File: src/rtl/uart_receiver.sv
// 8N1 UART receiver: 2-flop input synchronizer, mid-bit sampling FSM and a
// one-byte holding register with acknowledge, overrun and framing-error flags.
module uart_receiver #(
  parameter int unsigned CLKS_PER_BIT = 10417
) (
  input  logic       clk,
  input  logic       reset,
  input  logic       RxD,
  input  logic       data_ack,
  output logic [7:0] data,
  output logic       data_valid,
  output logic       framing_error,
  output logic       overrun,
  output logic       busy
);

  localparam logic [15:0] BIT_END  = 16'(CLKS_PER_BIT - 1);
  localparam logic [15:0] HALF_BIT = 16'((CLKS_PER_BIT - 1) / 2);

  typedef enum logic [2:0] {IDLE, START, DATA, STOP, WAIT_HIGH} state_t;

  state_t      state;
  logic [15:0] timer;
  logic [2:0]  idx;
  logic [7:0]  shreg;
  logic        rx_m, rx_s;
  logic        deliver;

  assign deliver = (state == STOP) && (timer == BIT_END) && rx_s;
  assign busy    = (state != IDLE);

  always_ff @(posedge clk) begin
    if (!reset) begin
      rx_m          <= 1'b1;
      rx_s          <= 1'b1;
      state         <= IDLE;
      timer         <= '0;
      idx           <= '0;
      shreg         <= '0;
      data          <= '0;
      data_valid    <= 1'b0;
      framing_error <= 1'b0;
      overrun       <= 1'b0;
    end else begin
      rx_m          <= RxD;
      rx_s          <= rx_m;
      framing_error <= 1'b0;

      case (state)
        IDLE: begin
          timer <= '0;
          if (!rx_s) state <= START;
        end
        START: begin
          if (timer == HALF_BIT) begin
            timer <= '0;
            idx   <= '0;
            state <= rx_s ? IDLE : DATA;
          end else begin
            timer <= timer + 16'd1;
          end
        end
        DATA: begin
          if (timer == BIT_END) begin
            timer      <= '0;
            shreg[idx] <= rx_s;
            if (idx == 3'd7) state <= STOP;
            else             idx   <= idx + 3'd1;
          end else begin
            timer <= timer + 16'd1;
          end
        end
        STOP: begin
          if (timer == BIT_END) begin
            timer <= '0;
            if (rx_s) begin
              state <= IDLE;
            end else begin
              framing_error <= 1'b1;
              state         <= WAIT_HIGH;
            end
          end else begin
            timer <= timer + 16'd1;
          end
        end
        WAIT_HIGH: begin
          timer <= '0;
          if (rx_s) state <= IDLE;
        end
        default: begin
          timer <= '0;
          state <= IDLE;
        end
      endcase

      // Holding register: an ack in the delivery cycle frees the slot for the new byte
      if (deliver) begin
        if (!data_valid || data_ack) begin
          data       <= shreg;
          data_valid <= 1'b1;
          if (data_ack) overrun <= 1'b0;
        end else begin
          overrun <= 1'b1;
        end
      end else if (data_ack && data_valid) begin
        data_valid <= 1'b0;
        overrun    <= 1'b0;
      end
    end
  end

endmodule

File: config.mk
export PLATFORM = sky130hd
export DESIGN_NAME = uart_receiver
export DESIGN_NICKNAME = d
export VERILOG_FILES = /design/src/rtl/uart_receiver.sv
export SDC_FILE = /design/constraint.sdc
export NUM_CORES = 1
export LEC_CHECK = 0
export CAP_MARGIN = 30
export CORE_ASPECT_RATIO = 1.1
export CORE_MARGIN = 2
export CORE_UTILIZATION = 50
export CTS_CLUSTER_SIZE = 40
export DETAILED_ROUTE_END_ITERATION = 8
export PLACE_DENSITY = 0.7
export REMOVE_ABC_BUFFERS = 1
export SETUP_SLACK_MARGIN = 0.15
export SLEW_MARGIN = 10
export SYNTH_ARGS = -nofsm -noshare
export SYNTH_HDL_FRONTEND = slang
export SYNTH_SLANG_ARGS = --single-unit
File: constraint.sdc
create_clock -name clk -period 2.1 [get_ports clk]
set_input_delay 0.42 -clock clk [delete_from_list [all_inputs] [get_ports clk]]
set_output_delay 0.42 -clock clk [all_outputs]
set_load 0.01 [all_outputs]
==> results.md, run 1 <==
* Run status: finished, final reports clean
* Clock Skew at 0.00412 ns
* Static Leak at 0.808 nW
* Ys async rst share at 0%
* Inserted Diodes at 0
* Fillers at 352
* CP Data Arrival Time at 2.06 ns
* Final setup fails at 0
* Register area at 866 µm²
* Largest net degree at the start of global routing at 27
* Share of the synthesized area in the top cell type at 41.4%
* Crit share post-route at 87.3%
* Port Buffers at 15
* Worst Hold Class: reg -> reg
* Core ar. at 3960 µm²
* Pwr Density at 719 nW/µm²
* WS Path Type: reg -> reg
* Reg2reg start: timer[0]
* Syn avg cell area at 9.15 µm²
* Htree depth at 2
* Setup crit end kind: flop
* Die extent in y at 71.6 µm
* Syn-to-layout area delta at 17.9%
* Post-Route WL at 3940 µm
* Post-DRT Antenna Nets at 0
* Mapped Cells at 227
* Layout cells sized above 1 at 13.2%
* Clk pwr share at 36.2%
* Clock root cell: clkbuf_8
* Critical path peak fanout at 7
* Count of cell types in the netlist at 49
* Placed insts at 292
* Rows at 24
* R2R cell count at 6
* Slew HR at 72.1%
* Max clock buf depth at 2
* # IOs at 16
* RSZ-0062 raised after global routing: no
* Synth top cells by count: dfxtp_1 (43), nand2_1 (32), nor3_1 (20)
* Sw frac at 26.8%
* Routed vias/inst at 5.50
* DRC violations left at 0
* NumNets Final at 257
* CTS tree: done
* CTS Buf Count at 5
* Switching pwr at 0.472 mW
* Maximum VDD drop at 482 µV
* Synth area leaders: dfxtp_1 (41%), mux2i_1 (7.7%), nand2_1 (5.8%)
* Vias in the first global route at 1,555
* Worst reg2reg path endpoint: overrun
* Largest area contributor in the netlist: dfxtp_1
* Worst-path clk slew at 0.08 ns
* Hpwl dp at 2790 µm
* Hold Slack at 0.421 ns
* Critical Path End: overrun
* Total negative slack at 0 ns
* Multi-input logic area at 1150 µm²
* First-pass GRT wire length at 7060 µm
* Total gr overflow at 0
* Most numerous cell in the Yosys netlist: dfxtp_1
* Synth Flop Type: dfxtp_1
* Tmin final at 1.83 ns
* WP data required at 2.33 ns
* Flops & latches, synth at 43
* Initial Util at 52.4%
* CP Launch Point: timer[0]
* Detailed-route via count at 1,662
* Combinational cell fraction of total power at 14.0%
* Clk Latency, worst-skew pair at 0.30 ns
* Post-layout util at 61.8%
* Highest clock rate at 546 MHz
* Internal power at 1.29 mW
* GPL Wtd Cong at 0.865
* Worst-Margin Slew at 0.417 ns
* 1st-pass router iterations at 4
* Post-synth EDFFs at 0
* Max-Cap Viols at 0
* Fin cells at 302
* Pwr Total at 1.76 mW
* # clock sinks at 43
* Die X at 65.5 µm
* Sequential fraction of the synthesis area at 41.4%
* Sequential Power Share at 49.8%
* Ys Warns at 0
* Worst Setup Start Kind: flop
* DRT iter0 DRCs at 103
* Average wire per standard cell at 13.1 µm
* Setup slack, reg-to-reg at 0.27 ns
* Endpoints failing hold at 0
* Die area at 4690 µm²
* Antenna violations before repair at 0
* Max Slew Vio Count at 0
* GRT Util Overall at 19.2%
* Post-synthesis instance area at 2080 µm²
==> cell families (layout without fill, tap and decap cells) <==
logic type | after synthesis | in the layout | synth area share, %
buffers and inverters | 17 | 40 | 3.25
xor gates and xnor gates | 11 | 11 | 4.64
AOI/OAI and AO/OA | 22 | 22 | 7.65
adders and majority gates | 4 | 4 | 2.41
DFF | 43 | 43 | 41.4
and+or+nand+nor | 113 | 113 | 32.4
muxes | 17 | 17 | 8.25
==> flip-flops by register name (all words and copies together) (netlist names) <==
name and flops:
timer 16, rx_m 1, data 8, idx 3, framing_error 1, state 3
rx_s 1, data_valid 1, shreg 8, overrun 1
==> power groups by stage <==
stage	clock network, mW	registers (mW)	logic (mW)
floorplan	0	0.882	0.159
global placement	0	0.892	0.257
detailed placement	0	0.893	0.256
CTS	0.652	0.877	0.249
global route	0.702	0.883	0.276
finish	0.636	0.877	0.246
==> through the flow <==
| stage | worst slack [ns] | instance area (µm²) |
|---|---|---|
| finish | 0.267 | 2450 |
| global route | 0.155 | 2450 |
| CTS | 0.231 | 2430 |
| detailed placement | 0.250 | 2310 |
| global placement | 0.278 | 2310 |
| floorplan | 0.367 | 2040 |
==> worst min path at each step <==
stage | start | endpoint | slack, ns | cells past startpoint
6_report | rx_m | rx_s | 0.42 | 1
5_1_grt | rx_m | rx_s | 0.45 | 1
4_1_cts | rx_m | rx_s | 0.43 | 1
3_5_place_dp | rx_m | rx_s | 0.41 | 1
3_3_place_gp | rx_m | rx_s | 0.40 | 1
2_1_floorplan | rx_m | rx_s | 0.39 | 1
==> cell type report <==
cell class	count	share of cell area [%]
Sequential cell	43	35.4
Timing Repair Buffer	25	9.15
Clock buffer	5	2.81
Tap cell	52	2.66
Clock inverter	3	1.79
Multi-Input combinational cell	167	47.2
Inverter	7	1.07
==> timing repair <==
action | in CTS | in global routing
setup endpoints to repair | 1 | 5
pin swaps | 0 | 2
hold buffers | 0 | 0
gates resized for setup | 4 | 2
setup buffers | 0 | 2
==> placed cells by master (no fill, tap or decap), drive strengths merged, types with 5 or more instances in the layout <==
master / instances
inv: 7
dfxtp: 43
xor2: 6
clkbuf: 5
nand3: 6
nor2: 6
buf: 10
nand2: 32
mux2i: 16
nand4: 9
xnor2: 5
clkdlybuf4s50: 14
nand2b: 5
nor3: 21
==> worst max-delay path, cell delays in order, from the launching register on <==
cell	delay [ns]
dfxtp_1	0.35
inv_1	0.07
ha_1	0.17
and3b_1	0.25
nand4_2	0.22
or4b_1	0.55
a31oi_1	0.17
==> metal layers <==
metal  global-route usage [%]  routed length [µm]
met5                        0                   0
met3                     4.24                 101
met4                     7.18                  55
met2                     32.0                1920
met1                     24.2                1870
Power figures use the tool's default switching activity.
==> run 2: changes to the inputs <==
--- a/config.mk
+++ b/config.mk
@@ -7,7 +7,7 @@
 export LEC_CHECK = 0
 export CAP_MARGIN = 30
 export CORE_ASPECT_RATIO = 1.1
-export CORE_MARGIN = 2
+export CORE_MARGIN = 3
 export CORE_UTILIZATION = 50
 export CTS_CLUSTER_SIZE = 40
 export DETAILED_ROUTE_END_ITERATION = 8
==> run 2 against run 1 <==
Critical path depth decreased by 1. Power up 0.54%. Non-clock buffer count rose by 2. Sequential power hardly changed. Largest cell class unchanged.
==> results.md, run 2 (synthesized netlist as in run 1, its figures left out) <==
* Worst Setup Start Kind: flop
* Final worst setup slack at 0.260 ns
* Static Leak at 0.816 nW
* Post-layout util at 64.3%
* Run status: finished, final reports clean
* Max-Cap Viols at 0
* Setup crit end kind: flop
* DRT iter0 DRCs at 94
* Final Instance Area at 2460 µm²
* GPL Wtd Cong at 0.762
* Initial Util at 54.3%
* CP Data Arrival Time at 2.07 ns
* Final setup fails at 0
* Core ar. at 3830 µm²
* Die X at 67.5 µm
* Crit share post-route at 87.6%
* DRC violations left at 0
* First-pass GRT wire length at 7220 µm
* Total gr overflow at 0
* # clock sinks at 43
* Worst Hold Class: reg -> reg
* Worst-path clk slew at 0.08 ns
* Antenna violations before repair at 0
* Rows at 23
* Die area at 4960 µm²
* Post-DRT Antenna Nets at 0
* R2R cell count at 5
* Total negative slack at 0 ns
* Clock root cell: clkbuf_8
* Post-Route WL at 4060 µm
* Place WS at 0.233 ns
* Largest net degree at the start of global routing at 27
* Post-cts hold buffer count at 0
* Maximum VDD drop at 678 µV
* Detailed-route via count at 1,709
* Clk Latency, worst-skew pair at 0.30 ns
* Commonest non-fill, non-tap cells in the layout: dfxtp_1 (40), nand2_1 (32), nor3_1 (20)
* Biggest register: timer
* CTS Buf Count at 5
* CP Cell Sequence: and4bb_2, nand4_1, buf_4, nor4_2, mux2i_1
* Average wire per standard cell at 13.4 µm
* WP data required at 2.33 ns
* CTS tree: done
* Fillers at 337
* Max reg flops at 16
* Slew HR at 73.5%
* Routed vias/inst at 5.66
* Area after DPL at 2310 µm²
* Inserted Diodes at 0
* RSZ-0062 raised after global routing: no
* Htree depth at 2
* Biggest regs: timer (16), data (8), shreg (8)
* Most common cell after layout, fill and taps aside: dfxtp_1
* Layout cells sized above 1 at 13.5%
* Endpoints failing hold at 0
* Vias in the first global route at 1,573
* Worst reg2reg path endpoint: shreg[1]
* Highest clock rate at 543 MHz
* Pwr Density at 719 nW/µm²
* GRT Util Overall at 19.1%
* Clock Skew at 0.00490 ns
* Max clock buf depth at 2
* Critical path peak fanout at 9
* Syn-to-layout area delta at 18.4%
* Reg2reg start: timer[5]
* Hpwl dp at 2780 µm
* Setup slack, reg-to-reg at 0.26 ns
* 1st-pass router iterations at 4
* Critical Path End: shreg[1]
* WS Path Type: reg -> reg
* # IOs at 16
* Tmin final at 1.84 ns
* Die extent in y at 73.6 µm
* CP Launch Point: timer[5]
* Port Buffers at 15
* Pwr Total at 1.77 mW
* NumNets Final at 259
* Max Slew Vio Count at 0
* Max incr delay on CP at 0.51 ns
* Slowest stage cell on the critical path: dfxtp_1
* Worst-Margin Slew at 0.397 ns
-- run 2: cell count changes in the layout (fill, tap and decap cells not counted), sizes merged --
cell  change
buf       +2
-- run 2: per-layer routing --
metal	vias up	share of wire, %	GRT usage, %
li1	868	-	-
met1	810	48	24.6
met2	24	47	30.5
met3	7	3.2	4.59
met4	0	1.7	8.11
met5	-	0	0
-- run 2: worst min-delay path by stage --
stage | startpoint | end | slack, ns | cells past startpoint
6_report | rx_m | rx_s | 0.42 | 1
5_1_grt | rx_m | rx_s | 0.44 | 1
4_1_cts | rx_m | rx_s | 0.42 | 1
3_5_place_dp | rx_m | rx_s | 0.40 | 1
3_3_place_gp | rx_m | rx_s | 0.40 | 1
2_1_floorplan | rx_m | rx_s | 0.39 | 1
-- run 2: layout make-up --
cell class / count / area (µm²) / area share, %
multi-input combinational: 167 / 1150 / 46.9
sequential: 43 / 865 / 35.1
inverter: 7 / 26.3 / 1.07
clock buffer: 5 / 68.8 / 2.80
clock inverter: 3 / 43.8 / 1.78
tap: 50 / 62.6 / 2.54
timing repair buffer: 27 / 239 / 9.72
-- run 2: metrics by stage --
stage	hold WS, ns	cells
2_1_floorplan	0.386	217
3_3_place_gp	0.398	290
3_5_place_dp	0.403	290
4_1_cts	0.422	298
5_1_grt	0.440	302
6_report	0.417	302
-- run 2: where the power goes --
part	leakage, nW	internal, mW	total, mW	switching, mW
registers	0.348	0.834	0.876	0.0424
logic	0.409	0.100	0.250	0.150
clock network	0.0581	0.354	0.643	0.289
total	0.816	1.29	1.77	0.481
-- run 2: repair_timing --
action / 4_1_cts / 5_1_grt
setup buffers: 0 / 4
pin swaps: 0 / 2
gates resized for setup: 4 / 1
endpoints found under the setup margin: 1 / 23
-- run 2: worst max-delay path, delay by kind of cell (launching register included) --
kind | cells | cell delay, ns
DFF | 1 | 0.51
and+or+nand+nor | 3 | 0.81
buffers and inverters | 1 | 0.22
muxes | 1 | 0.22
